$ cat config.mk
export PLATFORM = sky130hd
export DESIGN_NAME = ipv4_decode
export DESIGN_NICKNAME = d
export VERILOG_FILES = /design/src/rtl/ip_pkg.sv /design/src/rtl/ip_checksum_acc.sv /design/src/rtl/ipv4_decode.sv
export SDC_FILE = /design/constraint.sdc
export NUM_CORES = 1
export LEC_CHECK = 0
export ABC_AREA = 1
export BUFFER_PORTS_ARGS = -buffer_cell sky130_fd_sc_hd__buf_2
export CELL_PAD_IN_SITES_DETAIL_PLACEMENT = 0
export CELL_PAD_IN_SITES_GLOBAL_PLACEMENT = 1
export CORE_ASPECT_RATIO = 1.4
export CORE_MARGIN = 5
export CORE_UTILIZATION = 30
export CTS_CLUSTER_SIZE = 14
export DETAILED_ROUTE_END_ITERATION = 10
export GPL_ROUTABILITY_DRIVEN = 0
export PLACE_DENSITY_LB_ADDON = 0.25
export SYNTH_ARGS = -nofsm -noshare
export SYNTH_HDL_FRONTEND = slang
export SYNTH_SLANG_ARGS = --single-unit
$ cat constraint.sdc
create_clock -name clk -period 6.5 [get_ports clk]
set_input_delay 0.65 -clock clk [delete_from_list [all_inputs] [get_ports clk]]
set_output_delay 0.65 -clock clk [all_outputs]
set_load 0.03 [all_outputs]
$ cat src/rtl/ip_pkg.sv
// Shared IPv4 definitions: FSM state encodings, header constants, protocol numbers.
package ip_pkg;

    typedef logic [1:0] ip_state_t;

    localparam ip_state_t ST_IDLE = 2'd0;
    localparam ip_state_t ST_HDR  = 2'd1;
    localparam ip_state_t ST_PAY  = 2'd2;
    localparam ip_state_t ST_DONE = 2'd3;

    localparam logic [3:0] IPV4_VERSION = 4'd4;
    localparam logic [3:0] IPV4_MIN_IHL = 4'd5;

    localparam logic [7:0] PROTO_TCP = 8'd6;
    localparam logic [7:0] PROTO_UDP = 8'd17;

endpackage

$ cat src/rtl/ip_checksum_acc.sv
// 16-bit ones-complement accumulator with end-around carry.
// clr has priority over add; sum is the running registered total.
module ip_checksum_acc (
    input  logic        clk,
    input  logic        rst,
    input  logic        clr,
    input  logic        add,
    input  logic [15:0] word,
    output logic [15:0] sum
);

    logic [15:0] sum_q;
    logic [15:0] sum_d;
    logic [16:0] raw;

    // Next sum: fold the carry of the 17-bit add back into bit 0.
    always_comb begin
        raw   = {1'b0, sum_q} + {1'b0, word};
        sum_d = sum_q;
        if (clr) begin
            sum_d = 16'd0;
        end else if (add) begin
            sum_d = raw[15:0] + {15'd0, raw[16]};
        end
    end

    // Accumulator register.
    always_ff @(posedge clk or posedge rst) begin
        if (rst) begin
            sum_q <= 16'd0;
        end else begin
            sum_q <= sum_d;
        end
    end

    assign sum = sum_q;

endmodule

$ cat src/rtl/ipv4_decode.sv
// IPv4 header parser: latches header fields, verifies the header checksum and
// forwards only the IP payload bytes (Ethernet padding dropped).
// Optional build macro DST_ADDR_FILTER_EN: drop payload of packets not addressed
// to LOCAL_IP or broadcast, and report the result on addr_match.
//
// state   | meaning
// IDLE    | waiting for a burst; only starts once valid has been seen low
// HDR     | sampling header bytes, accumulating checksum
// PAY     | forwarding payload bytes, dropping padding
// DONE    | burst ended; a new valid here starts the next packet
module ipv4_decode
    import ip_pkg::*;
#(
    parameter logic [31:0] LOCAL_IP      = 32'hC0A800C7,
    parameter int unsigned MAX_TOTAL_LEN = 1500
) (
    input  logic        clk,
    input  logic        rst,
    input  logic        valid,
    input  logic [7:0]  din,
    output logic [31:0] src_addr,
    output logic [31:0] dst_addr,
    output logic [3:0]  ihl,
    output logic [15:0] total_length,
    output logic [7:0]  protocol,
    output logic [7:0]  ttl,
    output logic        hdr_done,
    output logic        payload_valid,
    output logic [7:0]  payload,
    output logic        err,
`ifdef DST_ADDR_FILTER_EN
    output logic        addr_match,
`endif
    output logic        done
);

    ip_state_t   state_q, state_d;
    logic [15:0] cnt_q, cnt_d, cnt_inc;
    logic [23:0] shift_q, shift_d;
    logic [7:0]  vihl_q, vihl_d;
    logic [15:0] tlen_q, tlen_d;
    logic [7:0]  ttl_q, ttl_d;
    logic [7:0]  proto_q, proto_d;
    logic [31:0] src_q, src_d;
    logic [31:0] dst_q, dst_d;
    logic        hdr_pend_q, hdr_pend_d;
    logic        hdr_done_q, hdr_done_d;
    logic        pay_v_q, pay_v_d;
    logic [7:0]  pay_q, pay_d;
    logic        err_q, err_d;
    logic        done_q, done_d;
    logic        armed_q, armed_d;

    logic        acc_clr, acc_add;
    logic [15:0] acc_word, acc_sum;
    logic [15:0] hdr_bytes, hdr_len;
    logic        hdr_bad, addr_ok, start;

    ip_checksum_acc u_csum (
        .clk  (clk),
        .rst  (rst),
        .clr  (acc_clr),
        .add  (acc_add),
        .word (acc_word),
        .sum  (acc_sum)
    );

    assign acc_word  = {shift_q[7:0], din};
    assign cnt_inc   = (cnt_q == 16'hFFFF) ? cnt_q : cnt_q + 16'd1;
    assign hdr_bytes = {10'd0, vihl_q[3:0], 2'b00};
    // An undersized IHL would end the header before the addresses; parse the
    // fixed 20 bytes instead and let hdr_bad flag the packet.
    assign hdr_len   = (vihl_q[3:0] < IPV4_MIN_IHL) ? 16'd20 : hdr_bytes;
    assign hdr_bad   = (acc_sum != 16'hFFFF)
                     || (vihl_q[7:4] != IPV4_VERSION)
                     || (vihl_q[3:0] < IPV4_MIN_IHL)
                     || (tlen_q < hdr_bytes)
                     || ({16'd0, tlen_q} > MAX_TOTAL_LEN);
    assign start     = valid && ((state_q == ST_DONE) || ((state_q == ST_IDLE) && armed_q));

`ifdef DST_ADDR_FILTER_EN
    logic match_q, match_d;
    assign addr_ok = (dst_q == LOCAL_IP) || (dst_q == 32'hFFFFFFFF);
`else
    logic [31:0] unused_local_ip;
    assign unused_local_ip = LOCAL_IP;
    assign addr_ok = 1'b1;
`endif

    // Packet FSM: header sampling, field latching, payload gating and error tracking.
    always_comb begin
        state_d    = state_q;
        cnt_d      = cnt_q;
        shift_d    = shift_q;
        vihl_d     = vihl_q;
        tlen_d     = tlen_q;
        ttl_d      = ttl_q;
        proto_d    = proto_q;
        src_d      = src_q;
        dst_d      = dst_q;
        hdr_pend_d = hdr_pend_q;
        hdr_done_d = 1'b0;
        pay_v_d    = 1'b0;
        pay_d      = pay_q;
        err_d      = err_q;
        done_d     = 1'b0;
        armed_d    = armed_q | ~valid;
        acc_clr    = 1'b0;
        acc_add    = 1'b0;
`ifdef DST_ADDR_FILTER_EN
        match_d    = match_q;
`endif
        case (state_q)
            ST_IDLE, ST_DONE: begin
                if (start) begin
                    state_d    = ST_HDR;
                    cnt_d      = 16'd1;
                    vihl_d     = din;
                    shift_d    = {shift_q[15:0], din};
                    err_d      = 1'b0;
                    hdr_pend_d = 1'b0;
                    acc_clr    = 1'b1;
                end else if (state_q == ST_DONE) begin
                    state_d = ST_IDLE;
                end
            end
            ST_HDR: begin
                if (valid) begin
                    shift_d = {shift_q[15:0], din};
                    cnt_d   = cnt_inc;
                    acc_add = cnt_q[0];
                    case (cnt_inc)
                        16'd4:   tlen_d  = {shift_q[7:0], din};
                        16'd9:   ttl_d   = din;
                        16'd10:  proto_d = din;
                        16'd16:  src_d   = {shift_q[23:0], din};
                        16'd20:  dst_d   = {shift_q[23:0], din};
                        default: ;
                    endcase
                    if (cnt_inc == hdr_len) begin
                        state_d    = ST_PAY;
                        hdr_pend_d = 1'b1;
                    end
                end else begin
                    done_d  = 1'b1;
                    err_d   = 1'b1;
                    state_d = ST_DONE;
                end
            end
            ST_PAY: begin
                if (hdr_pend_q) begin
                    hdr_pend_d = 1'b0;
                    hdr_done_d = 1'b1;
                    err_d      = err_q | hdr_bad;
`ifdef DST_ADDR_FILTER_EN
                    match_d    = addr_ok;
`endif
                end
                if (valid) begin
                    cnt_d = cnt_inc;
                    if ((cnt_q < tlen_q) && !err_q && !hdr_bad && addr_ok) begin
                        pay_v_d = 1'b1;
                        pay_d   = din;
                    end
                end else begin
                    done_d  = 1'b1;
                    state_d = ST_DONE;
                    if (cnt_q < tlen_q) begin
                        err_d = 1'b1;
                    end
                end
            end
            default: state_d = ST_IDLE;
        endcase
    end

    // State and output registers; reset aborts any packet in flight.
    always_ff @(posedge clk or posedge rst) begin
        if (rst) begin
            state_q    <= ST_IDLE;
            cnt_q      <= 16'd0;
            shift_q    <= 24'd0;
            vihl_q     <= 8'd0;
            tlen_q     <= 16'd0;
            ttl_q      <= 8'd0;
            proto_q    <= 8'd0;
            src_q      <= 32'd0;
            dst_q      <= 32'd0;
            hdr_pend_q <= 1'b0;
            hdr_done_q <= 1'b0;
            pay_v_q    <= 1'b0;
            pay_q      <= 8'd0;
            err_q      <= 1'b0;
            done_q     <= 1'b0;
            armed_q    <= 1'b0;
        end else begin
            state_q    <= state_d;
            cnt_q      <= cnt_d;
            shift_q    <= shift_d;
            vihl_q     <= vihl_d;
            tlen_q     <= tlen_d;
            ttl_q      <= ttl_d;
            proto_q    <= proto_d;
            src_q      <= src_d;
            dst_q      <= dst_d;
            hdr_pend_q <= hdr_pend_d;
            hdr_done_q <= hdr_done_d;
            pay_v_q    <= pay_v_d;
            pay_q      <= pay_d;
            err_q      <= err_d;
            done_q     <= done_d;
            armed_q    <= armed_d;
        end
    end

`ifdef DST_ADDR_FILTER_EN
    // Address match flag, valid from hdr_done onward.
    always_ff @(posedge clk or posedge rst) begin
        if (rst) begin
            match_q <= 1'b0;
        end else begin
            match_q <= match_d;
        end
    end
    assign addr_match = match_q;
`endif

    assign src_addr      = src_q;
    assign dst_addr      = dst_q;
    assign ihl           = vihl_q[3:0];
    assign total_length  = tlen_q;
    assign protocol      = proto_q;
    assign ttl           = ttl_q;
    assign hdr_done      = hdr_done_q;
    assign payload_valid = pay_v_q;
    assign payload       = pay_q;
    assign err           = err_q;
    assign done          = done_q;

endmodule
==> flow_metrics.tcl <==
set metrics [dict create \
    outcome "finished clean" \
    dp.cells 1684 \
    yosysSeqAreaShare_pct 45.9 \
    max_slew_margin_pct 32.6 \
    postCtsHoldBufs 0 \
    post_cts_buffers 0 \
    crit_top_cell "nand3_1" \
    grt_antenna_before_repair 0 \
    irDropWorstVdd_v 0.000183 \
    root_buffer "clkbuf_16" \
    power.total_mw 4.46 \
    critical_path.max_stage_delay_ns 0.39 \
    cp-start-kind "flip-flop" \
    rr_worst_depth 21 \
    wl_per_cell_um 16.8 \
    drv_slew 0 \
    area_growth_syn_to_layout_pct 15.7 \
    cts.sinks 176 \
    powerDensity_nw_per_um2 402 \
    start_util_pct 30.4 \
    required_ns 6.84 \
    rsz0062_at_grt "false" \
    final_cell_count_no_fill 1716 \
    slowest_stage "dfrtp_1" \
    yosys_warnings 0 \
    vias 7884 \
    min_period_ns 3.50 \
    setup_tns_ns 0 \
    setup_viol 0 \
    final_hold_viol_count 0 \
    coreArea_um2 31600 \
    hold_class "in2async" \
    grt_pass1_wl_um 45700 \
    path_clk_slew_ns 0.07 \
    leakage_nw 5.85 \
    worstSetupEndpointType "flip-flop" \
    rows 77 \
    ioPinCount 123 \
    clk_latency_ns 0.45 \
    cts_made_buffers 17 \
    grt_use_total_pct 16.4 \
    dr.pass1.iters 5 \
    arrival_ns 3.84 \
    regToRegSetupSlack_ns 3.00 \
    htreeDepth 4 \
    dieArea_um2 35700 \
    syn_area_um2 9610 \
    io_buffers 122 \
    first_iter_violations 436 \
    cts_tree "built" \
    overflow 0 \
    crit_type "reg2reg" \
    cap_violations 0 \
    drive_above_1_share_pct 19.3 \
    crit_chain "ha_1 -> inv_1 -> fa_1 -> inv_1 -> nand2_1 -> nand3_1 -> nand2_1 -> nand2_1 -> a21oi_1 -> o21bai_1 -> ha_1 -> ha_1 -> inv_1 -> nor2_1 -> nand3_1 -> nor2_1 -> nand3_1 -> nor2_1 -> nand3_1 -> nand3_1 -> nand2_1" \
    clock_skew_ns 0.00974 \
    fmax_ghz 0.286 \
    ctsLongestPathBuffers 2 \
    ys_types 40 \
    netlist_instances 1196 \
    avgSynthCellArea_um2 8.03 \
    grt_pass1_vias 7884 \
    r2r_start "u_csum.sum[0]" \
    cts_resized 0 \
    cp_max_fo 5 \
    finalCritPeriodShare_pct 53.9 \
    antenna_cells 0 \
    final_antenna_net_count 0 \
    tightest_slew_ns 1.01 \
    die-width_um 161 \
    ys_ff_latch 176 \
    r2r_end "u_csum.sum[12]" \
    die_h_um 222 \
    synthesis.nets 1249 \
    place_hpwl_um 22000 \
    vias_per_cell 4.59 \
    wl_um 28800 \
    finalNetCount 1361 \
    grt_max_degree 81 \
    drc 0 \
]
synthesized netlist by cell type:
cell	number	area share (%)
a22oi_1	2	0.16
nand2_2	4	0.26
xor2_1	3	0.27
nor4_1	2	0.13
inv_2	6	0.23
or2_1	1	0.065
and2_1	2	0.13
nand3_4	2	0.36
nor2_1	63	2.5
o21ai_1	35	1.8
inv_1	154	6.0
ha_1	41	5.3
buf_4	5	0.39
nand2_1	383	15
a21oi_1	24	1.3
o21bai_1	1	0.078
nor2_8	2	0.42
dfrtp_1	176	46
nor3_1	6	0.31
o22ai_1	9	0.59
nand3_1	65	3.4
a22o_1	3	0.27
nor2_2	9	0.59
a32o_1	2	0.21
buf_6	14	1.6
fa_1	1	0.21
clkbuf_1	10	0.39
o32ai_1	1	0.091
or2_2	2	0.13
a21boi_0	2	0.16
buf_2	5	0.26
a21o_1	1	0.078
nand4_1	15	0.98
nand3_2	4	0.42
o21a_1	1	0.078
o21ai_2	65	5.9
nand3b_1	4	0.31
xor2_2	1	0.17
o21ai_0	66	3.4
clkinv_1	4	0.16
kinds of logic (layout without fill, tap and decap cells):
logic type / Yosys count / count (layout) / share of synthesized area, %
xor gates and xnor gates: 4 / 4 / 0.443
buffers and inverters: 198 / 323 / 9.09
DFF: 176 / 176 / 45.9
and+or+nand+nor: 564 / 564 / 24.9
AOI/OAI and AO/OA: 212 / 212 / 14.1
adders and majority gates: 42 / 42 / 5.55
per-layer routing:
metal,track usage (%),wire length (µm),vias to the layer above
li1,-,-,4069
met3,2.31,602,22
met4,4.68,469,0
met1,20.2,12400,3706
met5,0,0,-
met2,29.9,15300,87
worst max-delay path by stage:
| stage | start | end | slack (ns) |
|---|---|---|---|
| CTS | cnt_q[0] | src_addr[14] | 3.00 |
| global placement | din[1] | u_csum.sum[12] | 2.73 |
| finish | u_csum.sum[0] | u_csum.sum[12] | 3.00 |
| detailed placement | din[0] | u_csum.sum[12] | 2.65 |
| floorplan | rst | armed_q | 1.08 |
| global route | u_csum.sum[0] | u_csum.sum[12] | 2.61 |
worst max-delay path: cells and delay by family, from the launching register on:
kind | cells | cell delay [ns]
buffers and inverters | 3 | 0.23
and+or+nand+nor | 12 | 1.62
DFF | 1 | 0.39
AOI/OAI and AO/OA | 2 | 0.20
adders and majority gates | 4 | 0.95
state kept, by name, indices dropped and copies added (netlist names), 2 cells and up:
name	count
vihl_q	8
dst_addr	32
src_addr	32
state_q	2
cnt_q	16
protocol	8
payload	8
ttl	8
total_length	16
u_csum.sum	16
shift_q	24
metrics by stage:
step,cell area [µm²],util [%],hold slack (ns),setup slack (ns)
2_1_floorplan,9610,-,0.439,1.08
4_1_cts,11100,35.2,0.349,3.00
6_report,11100,35.2,0.315,3.00
3_5_place_dp,10500,33.2,0.463,2.65
3_3_place_gp,10500,33.2,0.457,2.73
5_1_grt,11100,35.2,0.388,2.61
cell usage in the layout (no fill, tap or decap), types with 4 or more instances in the layout:
master and n:
a21oi_1 24, buf_2 122, buf_4 5, clkbuf_16 17, clkinv_1 4, dfrtp_1 176
ha_1 41, inv_1 153, inv_2 6, inv_6 4, nand2_1 383, nand2_2 4
nand3_1 65, nand3_2 4, nand3b_1 4, nand4_1 15, nor2_1 63, nor2_2 9
nor3_1 6, o21ai_0 65, o21ai_1 35, o21ai_2 65, o22ai_1 9
power by group:
part	switching, mW	internal (mW)
Sequential	0.209	1.31
Combinational	1.33	0.546
Clock	0.474	0.598
Total	2.01	2.45
final cells by class:
class	count	area (µm²)
repair buffers	127	648
clock inverters	12	146
fillers	3379	20500
flip-flops and latches	176	4400
clock buffers	20	457
multi-input cells	822	4340
inverters	164	621
well taps	395	494
No activity file was read; power rests on OpenSTA's default activity.
